==> src/rtl/seq_chunk_comparator_if.sv <==
// -----------------------------------------------------------------------------
// seq_chunk_comparator_if
// Start handshake and result bus of the sequential chunk comparator.
//
// Handshake: a compare is accepted on a rising clk edge where start_valid and
// start_ready are both high. start_ready is high whenever the comparator is
// idle (including the cycle done is high). The requester may drop or change
// start_valid and operands freely after the accepting edge; they are ignored
// until the next time start_ready is high.
//
// Signals (W = N*CHUNKS, CW = $clog2(CHUNKS+1)):
//   start_valid   master->slave  request a compare
//   start_ready   slave->master  comparator idle, able to accept
//   a, b          master->slave  W-bit operands, sampled on accept
//   signed_mode   master->slave  1 = two's-complement compare
//   Iagtb/Iaeqb/Ialtb  master->slave  cascade inputs used when A==B
//   busy          slave->master  compare in progress
//   done          slave->master  one-cycle pulse, result valid
//   Oagtb/Oaeqb/Oaltb  slave->master  one-hot result, held
//   cmp_cycles    slave->master  chunks examined for the held result
// -----------------------------------------------------------------------------
interface seq_chunk_comparator_if #(
   parameter int N      = 4,
   parameter int CHUNKS = 4
);
   localparam int W  = N * CHUNKS;
   localparam int CW = $clog2(CHUNKS + 1);

   logic          start_valid;
   logic          start_ready;
   logic [W-1:0]  a;
   logic [W-1:0]  b;
   logic          signed_mode;
   logic          Iagtb;
   logic          Iaeqb;
   logic          Ialtb;
   logic          busy;
   logic          done;
   logic          Oagtb;
   logic          Oaeqb;
   logic          Oaltb;
   logic [CW-1:0] cmp_cycles;

   modport master (
      output start_valid, a, b, signed_mode, Iagtb, Iaeqb, Ialtb,
      input  start_ready, busy, done, Oagtb, Oaeqb, Oaltb, cmp_cycles
   );

   modport slave (
      input  start_valid, a, b, signed_mode, Iagtb, Iaeqb, Ialtb,
      output start_ready, busy, done, Oagtb, Oaeqb, Oaltb, cmp_cycles
   );
endinterface

==> src/rtl/seq_chunk_comparator.sv <==
// -----------------------------------------------------------------------------
// seq_chunk_comparator
// Multi-cycle magnitude comparator for W = N*CHUNKS bit operands. One N-bit
// chunk is compared per clock, most significant chunk first. The first unequal
// chunk decides the result; if every chunk is equal the latched cascade inputs
// decide (Iagtb, then Ialtb, otherwise equal).
//
// Build option: define SEQ_CMP_EARLY_EXIT_EN to finish on the edge that finds
// the first unequal chunk (cmp_cycles = chunks examined). Without it every
// chunk is always walked and cmp_cycles = CHUNKS. Results are identical.
//
// Ports:
//   clk          rising-edge clock
//   rst_n        asynchronous active-low reset
//   cmp          seq_chunk_comparator_if.slave (handshake, operands, result)
//   dbg_state_o  current FSM state (0 = IDLE, 1 = CMP)
// -----------------------------------------------------------------------------
module seq_chunk_comparator #(
   parameter int N      = 4,
   parameter int CHUNKS = 4
) (
   input  logic                    clk,
   input  logic                    rst_n,
   seq_chunk_comparator_if.slave   cmp,
   output logic                    dbg_state_o
);
   localparam int W  = N * CHUNKS;
   localparam int CW = $clog2(CHUNKS + 1);
   // XOR-ing the sign bit turns a two's-complement compare into an unsigned one.
   localparam logic [N-1:0] MSB_MASK = N'(1) << (N - 1);

   typedef enum logic {IDLE = 1'b0, CMP = 1'b1} state_t;

   state_t        state_q;
   logic [W-1:0]  a_q, b_q;        // shifted left by N each CMP cycle
   logic          sgn_q;
   logic          cgt_q, clt_q;    // latched cascade inputs
   logic [CW-1:0] cnt_q;           // chunks already examined
   logic          dec_q;           // an unequal chunk has been seen
   logic          dgt_q, dlt_q;    // verdict of that first unequal chunk
   logic          gt_q, eq_q, lt_q, done_q;
   logic [CW-1:0] cc_q;

   logic [N-1:0]  ca, cb, flip;
   logic          chunk_gt, chunk_lt, last_chunk, first_diff;
   logic          res_gt_d, res_lt_d, finish_d;

   always_comb begin
      // Only the most significant chunk (first one examined) carries the sign.
      flip       = (sgn_q && (cnt_q == '0)) ? MSB_MASK : '0;
      ca         = a_q[W-1 -: N] ^ flip;
      cb         = b_q[W-1 -: N] ^ flip;
      chunk_gt   = (ca > cb);
      chunk_lt   = (ca < cb);
      last_chunk = (cnt_q == CW'(CHUNKS - 1));
      first_diff = !dec_q && (chunk_gt || chunk_lt);
      res_gt_d   = dec_q ? dgt_q : (first_diff ? chunk_gt : cgt_q);
      res_lt_d   = dec_q ? dlt_q : (first_diff ? chunk_lt : (!cgt_q && clt_q));
`ifdef SEQ_CMP_EARLY_EXIT_EN
      finish_d   = last_chunk || first_diff;
`else
      finish_d   = last_chunk;
`endif
   end

   always_ff @(posedge clk or negedge rst_n) begin
      if (!rst_n) begin
         state_q <= IDLE;
         a_q     <= '0;
         b_q     <= '0;
         sgn_q   <= 1'b0;
         cgt_q   <= 1'b0;
         clt_q   <= 1'b0;
         cnt_q   <= '0;
         dec_q   <= 1'b0;
         dgt_q   <= 1'b0;
         dlt_q   <= 1'b0;
         gt_q    <= 1'b0;
         eq_q    <= 1'b0;
         lt_q    <= 1'b0;
         done_q  <= 1'b0;
         cc_q    <= '0;
      end else begin
         case (state_q)
            IDLE: begin
               done_q <= 1'b0;
               if (cmp.start_valid) begin
                  a_q     <= cmp.a;
                  b_q     <= cmp.b;
                  sgn_q   <= cmp.signed_mode;
                  cgt_q   <= cmp.Iagtb;
                  clt_q   <= cmp.Ialtb;
                  cnt_q   <= '0;
                  dec_q   <= 1'b0;
                  state_q <= CMP;
               end
            end
            CMP: begin
               a_q    <= a_q << N;
               b_q    <= b_q << N;
               cnt_q  <= cnt_q + CW'(1);
               done_q <= finish_d;
               if (first_diff) begin
                  dec_q <= 1'b1;
                  dgt_q <= chunk_gt;
                  dlt_q <= chunk_lt;
               end
               if (finish_d) begin
                  gt_q    <= res_gt_d;
                  lt_q    <= res_lt_d;
                  eq_q    <= !res_gt_d && !res_lt_d;
                  cc_q    <= cnt_q + CW'(1);
                  state_q <= IDLE;
               end
            end
            default: state_q <= IDLE;
         endcase
      end
   end

   assign cmp.start_ready = (state_q == IDLE);
   assign cmp.busy        = (state_q == CMP);
   assign cmp.done        = done_q;
   assign cmp.Oagtb       = gt_q;
   assign cmp.Oaeqb       = eq_q;
   assign cmp.Oaltb       = lt_q;
   assign cmp.cmp_cycles  = cc_q;
   assign dbg_state_o     = state_q;
endmodule

==> src/flat_wrapper.sv <==
// flat-port wrapper written by rule: the top's interface ports become plain ports
module seq_chunk_comparator_flat 
#(
   parameter int N      = 4,
   parameter int CHUNKS = 4
)
  (clk, rst_n, dbg_state_o, cmp_start_valid, cmp_a, cmp_b, cmp_signed_mode, cmp_Iagtb, cmp_Iaeqb, cmp_Ialtb, cmp_start_ready, cmp_busy, cmp_done, cmp_Oagtb, cmp_Oaeqb, cmp_Oaltb, cmp_cmp_cycles);
  seq_chunk_comparator_if #(.N(N), .CHUNKS(CHUNKS)) cmp_i ();
  input  logic clk;
  input  logic rst_n;
  output logic dbg_state_o;
  input wire logic [$bits(cmp_i.start_valid)-1:0] cmp_start_valid;
  input wire logic [$bits(cmp_i.a)-1:0] cmp_a;
  input wire logic [$bits(cmp_i.b)-1:0] cmp_b;
  input wire logic [$bits(cmp_i.signed_mode)-1:0] cmp_signed_mode;
  input wire logic [$bits(cmp_i.Iagtb)-1:0] cmp_Iagtb;
  input wire logic [$bits(cmp_i.Iaeqb)-1:0] cmp_Iaeqb;
  input wire logic [$bits(cmp_i.Ialtb)-1:0] cmp_Ialtb;
  output wire logic [$bits(cmp_i.start_ready)-1:0] cmp_start_ready;
  output wire logic [$bits(cmp_i.busy)-1:0] cmp_busy;
  output wire logic [$bits(cmp_i.done)-1:0] cmp_done;
  output wire logic [$bits(cmp_i.Oagtb)-1:0] cmp_Oagtb;
  output wire logic [$bits(cmp_i.Oaeqb)-1:0] cmp_Oaeqb;
  output wire logic [$bits(cmp_i.Oaltb)-1:0] cmp_Oaltb;
  output wire logic [$bits(cmp_i.cmp_cycles)-1:0] cmp_cmp_cycles;
  assign cmp_i.start_valid = cmp_start_valid;
  assign cmp_i.a = cmp_a;
  assign cmp_i.b = cmp_b;
  assign cmp_i.signed_mode = cmp_signed_mode;
  assign cmp_i.Iagtb = cmp_Iagtb;
  assign cmp_i.Iaeqb = cmp_Iaeqb;
  assign cmp_i.Ialtb = cmp_Ialtb;
  assign cmp_start_ready = cmp_i.start_ready;
  assign cmp_busy = cmp_i.busy;
  assign cmp_done = cmp_i.done;
  assign cmp_Oagtb = cmp_i.Oagtb;
  assign cmp_Oaeqb = cmp_i.Oaeqb;
  assign cmp_Oaltb = cmp_i.Oaltb;
  assign cmp_cmp_cycles = cmp_i.cmp_cycles;
  seq_chunk_comparator #(.N(N), .CHUNKS(CHUNKS)) u_core (.clk(clk), .rst_n(rst_n), .cmp(cmp_i), .dbg_state_o(dbg_state_o));
endmodule
==> config.mk <==
export PLATFORM = sky130hd
export DESIGN_NAME = seq_chunk_comparator_flat
export DESIGN_NICKNAME = d
export VERILOG_FILES = /design/src/rtl/seq_chunk_comparator_if.sv /design/src/rtl/seq_chunk_comparator.sv /design/src/flat_wrapper.sv
export SDC_FILE = /design/constraint.sdc
export NUM_CORES = 1
export LEC_CHECK = 0
export ABC_AREA = 1
export CAP_MARGIN = 20
export CELL_PAD_IN_SITES_DETAIL_PLACEMENT = 1
export CELL_PAD_IN_SITES_GLOBAL_PLACEMENT = 2
export CORE_ASPECT_RATIO = 0.7
export CORE_UTILIZATION = 30
export DETAILED_ROUTE_END_ITERATION = 6
export HOLD_SLACK_MARGIN = 0.12
export MAX_ROUTING_LAYER = met4
export PLACE_DENSITY = 0.86
export SLEW_MARGIN = 0
export SYNTH_ARGS = -nofsm -noshare
export SYNTH_HDL_FRONTEND = slang
export SYNTH_SLANG_ARGS = --single-unit
export TNS_END_PERCENT = 1
==> constraint.sdc <==
create_clock -name clk -period 2.48 [get_ports clk]
set_input_delay 0.248 -clock clk [delete_from_list [all_inputs] [get_ports clk]]
set_output_delay 0.248 -clock clk [all_outputs]
set_load 0.05 [all_outputs]
==> impl_summary.md <==
CTS
The clock root buffer master is clkbuf_8. The clock tree synthesis step divided the H-tree into 2 levels. The total number of clock tree sinks is between 40 and 50.

The clock slew seen by the registers of the worst setup and hold paths is 80 ps. Post-CTS timing repair inserted 0 buffers for setup. In this run the deepest clock path goes through 2 buffers. The number of CTS-inserted buffers is 5. TritonCTS built the clock tree. For the worst-skew pair, the clock arrives at the later sink with an insertion delay of 300 ps.

Synthesis
The cell count after synthesis came out at 239. The complex-gate fraction of the synthesized area is 12.9%. The synthesized design devotes to its leading area cell type a little over half of total area. When the netlist entered floorplanning its net count stood at approximately 280.

After Yosys synthesis, XOR and XNOR cells account for 0% of the synthesized area. By area, the combinational part of the netlist is dominated by simple AND/OR/NAND/NOR gates. Counting flops with an async set or reset pin after synthesis yields a share of 100%. The share of synthesized area spent on multiplexers is 0%. The number of different library cells in the post-synthesis netlist is 26. The library cell occupying the most area in the post-synthesis netlist is dfrtp_1.

A synthesized cell averages between 9 and 10 um2. By area the synthesized netlist is led by dfrtp_1 (55%), nand2_1 (13%), inv_1 (4.4%). For this run, the number of Yosys warnings is 0. Synthesis inferred 49 register bits. Counting flops with a built-in enable in the synthesized netlist gives 0.

The post-synthesis instance area is ~2200 um2. The synthesized netlist devotes just under 20% of its cell area to simple gates. The adder and majority gate portion of the synthesized area is under 10%. The sequential element share of the synthesized area is 54.8%. The leading register cell type out of synthesis is dfrtp_1.

Floorplan
The die outline width is around 110 um. The row count is 25. The die boundary height is 74.2 um. Once the floorplan was initialized, standard cells occupied 32.1% of the core. The number of ports placed on the die boundary is 49. The standard cell core area is 6980 um2.

The die covers 7810 um2.

Power and ir drop
The static leakage is 1.32 nW. Dividing total power by cell area gives a power density of 1160 nW/um2. The maximum vdd ir drop is 0.549 mV.

Place
After detailed placement, the design holds a cell count of ~370. The HPWL reported at the end of detailed placement is approximately 3700 um. The congestion estimate from routability-driven global placement came to 0.722.

The number of buffers inserted by port buffering is 47. OpenSTA, run right after detailed placement, puts the worst setup slack at 879 ps.

Route
For this block, the routed nets add up to 5020 um of wire. The final antenna-violating net count is 0. Dividing the detail-routed via count by the number of cells gives 4.57. The average wire length per cell after detail routing is 13.1 um. The detailed router finished its first iteration with 28 violations. The detailed router placed ~1700 vias in this run. For this run, design rule violations remaining after detail routing come to 0.

For this run, the detailed router's first-pass iteration total came to 4.

STA
Setup violations remaining at the end of the flow were counted as 0. Based on the critical path, the design can be clocked at up to 563 MHz. Dividing the final minimum period by the clock period gives 71.7%.

After layout, the worst setup slack is ~700 ps. Setup repair after global routing left no endpoint under its margin. The total count of max-transition violations in the final report is 0. The clock period minus worst slack is around 1800 ps. Setup total negative slack on the finished layout was measured at 0 ps.

The transition time at the pin with the least slew margin is 490 ps. The setup clock skew after layout is 4.61 ps. The final hold violation count is 0. Measured against its own limit, the worst slew margin works out to 67.2%.

Global routing
The first global-routing pass estimated just under 9000 um of wire. The number of antenna violations at the first check in global routing is 0. The total overflow left after global routing is 0. Entering global routing, the biggest net connects 38 pins.

The number of global-route vias before repair is 1839. In the global route stage, overall resource usage came out at 15.0%.

Status
The run finished with clean final reports.

Setup path
The worst setup path category is register to output pin. The launch point of the worst reg-to-reg path is u_core.a_q[13]. The launching element type of the critical path is a register. Traced cell by cell, the critical path runs through clkdlybuf4s50_1. Data on the critical path is required at its endpoint by 2230 ps. Of all nets on the critical path, the largest fanout is 4. The worst register-to-register path has a setup slack of 980 ps. Together, buffers and inverters on the worst path number 1. The slowest stage of the critical path is the clkdlybuf4s50_1 cell.

The gate family responsible for the most delay along the worst path is buffers and inverters. Counting cells, the worst reg-to-reg path comes to 8. In this run the number of cells on the critical path is 1. At the worst endpoint, the arrival time is 1530 ps. The largest stage delay on the critical path is 820 ps. The kind of end point of the critical path is an output pin.

The reg-to-reg critical path endpoint is u_core.cmp.Oaltb.

Cells and area
The library cells used most frequently in the layout, excluding fill and tap cells, are nand2_1 (77), dfrtp_1 (49), clkdlybuf4s50_1 (45), inv_1 (26). 0 antenna diodes ended up in the layout. The layout cell share with drive strength beyond 1 is 10.1%. The number of standard cells in the final layout excluding fillers is 382. The library cell used most frequently in the layout, excluding fill and tap cells, is nand2_1.

The synthesis-to-layout area growth is 27.6%. The count of nets after finishing is 333. The filler cells instantiated in the layout total 822.

Run
Max-cap violations in this run came to 0.

Min path
The worst hold path class is input pin to asynchronous set/reset pin.
-- cell usage after synthesis, types with 3 or more instances --
library cell and count:
a21oi_2 3, a22o_1 3, a22oi_1 5, buf_4 4, buf_6 5, dfrtp_1 49
ha_1 6, inv_1 26, inv_2 3, nand2_1 77, nand2_2 8, nand3_1 10
o211ai_1 7, o21ai_0 10, o221ai_1 7
-- per-layer routing --
metal  vias up  share of wire (%)  track usage [%]
li1        874                  -                -
met1       827                 53             21.0
met2        40                 41             21.7
met3         5                4.6             3.68
met4         0               0.72             3.76
met5         -                  0                -
-- flip-flops by register name, summed over array words and instances, names as in the netlist --
name                   count
u_core.cmp.Oagtb           1
u_core.dgt_q               1
u_core.cmp.done            1
u_core.cmp.Oaeqb           1
u_core.cmp.Oaltb           1
u_core.cnt_q               3
u_core.b_q                16
u_core.clt_q               1
u_core.dec_q               1
u_core.a_q                16
u_core.cmp.busy            1
u_core.cgt_q               1
u_core.sgn_q               1
u_core.dlt_q               1
u_core.cmp.cmp_cycles      3
-- metrics by stage --
step	utilization (%)	hold slack, ps	power (mW)	instance area [um2]
3_3_place_gp	39.5	227	2.80	2760
2_1_floorplan	-	-47.6	2.41	2240
5_1_grt	40.9	467	3.59	2850
6_report	40.9	450	3.30	2850
3_5_place_dp	39.5	232	2.86	2760
4_1_cts	40.9	458	3.35	2850
-- where the power goes --
group	total, mW	switching, mW	leakage [nW]	internal, mW
Sequential	1.24	0.152	0.637	1.09
Clock	0.477	0.255	0.0443	0.222
Combinational	1.59	1.02	0.640	0.567
-- timing repair --
item	CTS	global route
endpoints found under the hold margin	18	0
hold buffers	1	0
resized for setup	0	0
-- kinds of logic after synthesis --
kind of cell / count (synthesis)
and+or+nand+nor: 102
DFF: 49
AOI/OAI and AO/OA: 41
buffers and inverters: 41
adders and majority gates: 6
-- area by class of cell --
cell class              count  area (um2)  share of cell area, %
inverters                  30         115                   4.03
flip-flops and latches     49        1230                   43.0
well taps                  94         118                   4.12
multi-input cells         149         798                   28.0
clock buffers               7        86.3                   3.02
repair buffers             53         510                   17.9
-- worst max-delay path by stage --
stage,start,end
2_1_floorplan,u_core.cmp.busy,u_core.a_q[12]
3_3_place_gp,cmp_start_valid,u_core.a_q[12]
3_5_place_dp,cmp_start_valid,u_core.a_q[15]
4_1_cts,u_core.cmp.busy,dbg_state_o
5_1_grt,u_core.cmp.busy,cmp_busy
6_report,u_core.cmp.busy,cmp_busy
No activity file was read; power rests on OpenSTA's default activity.
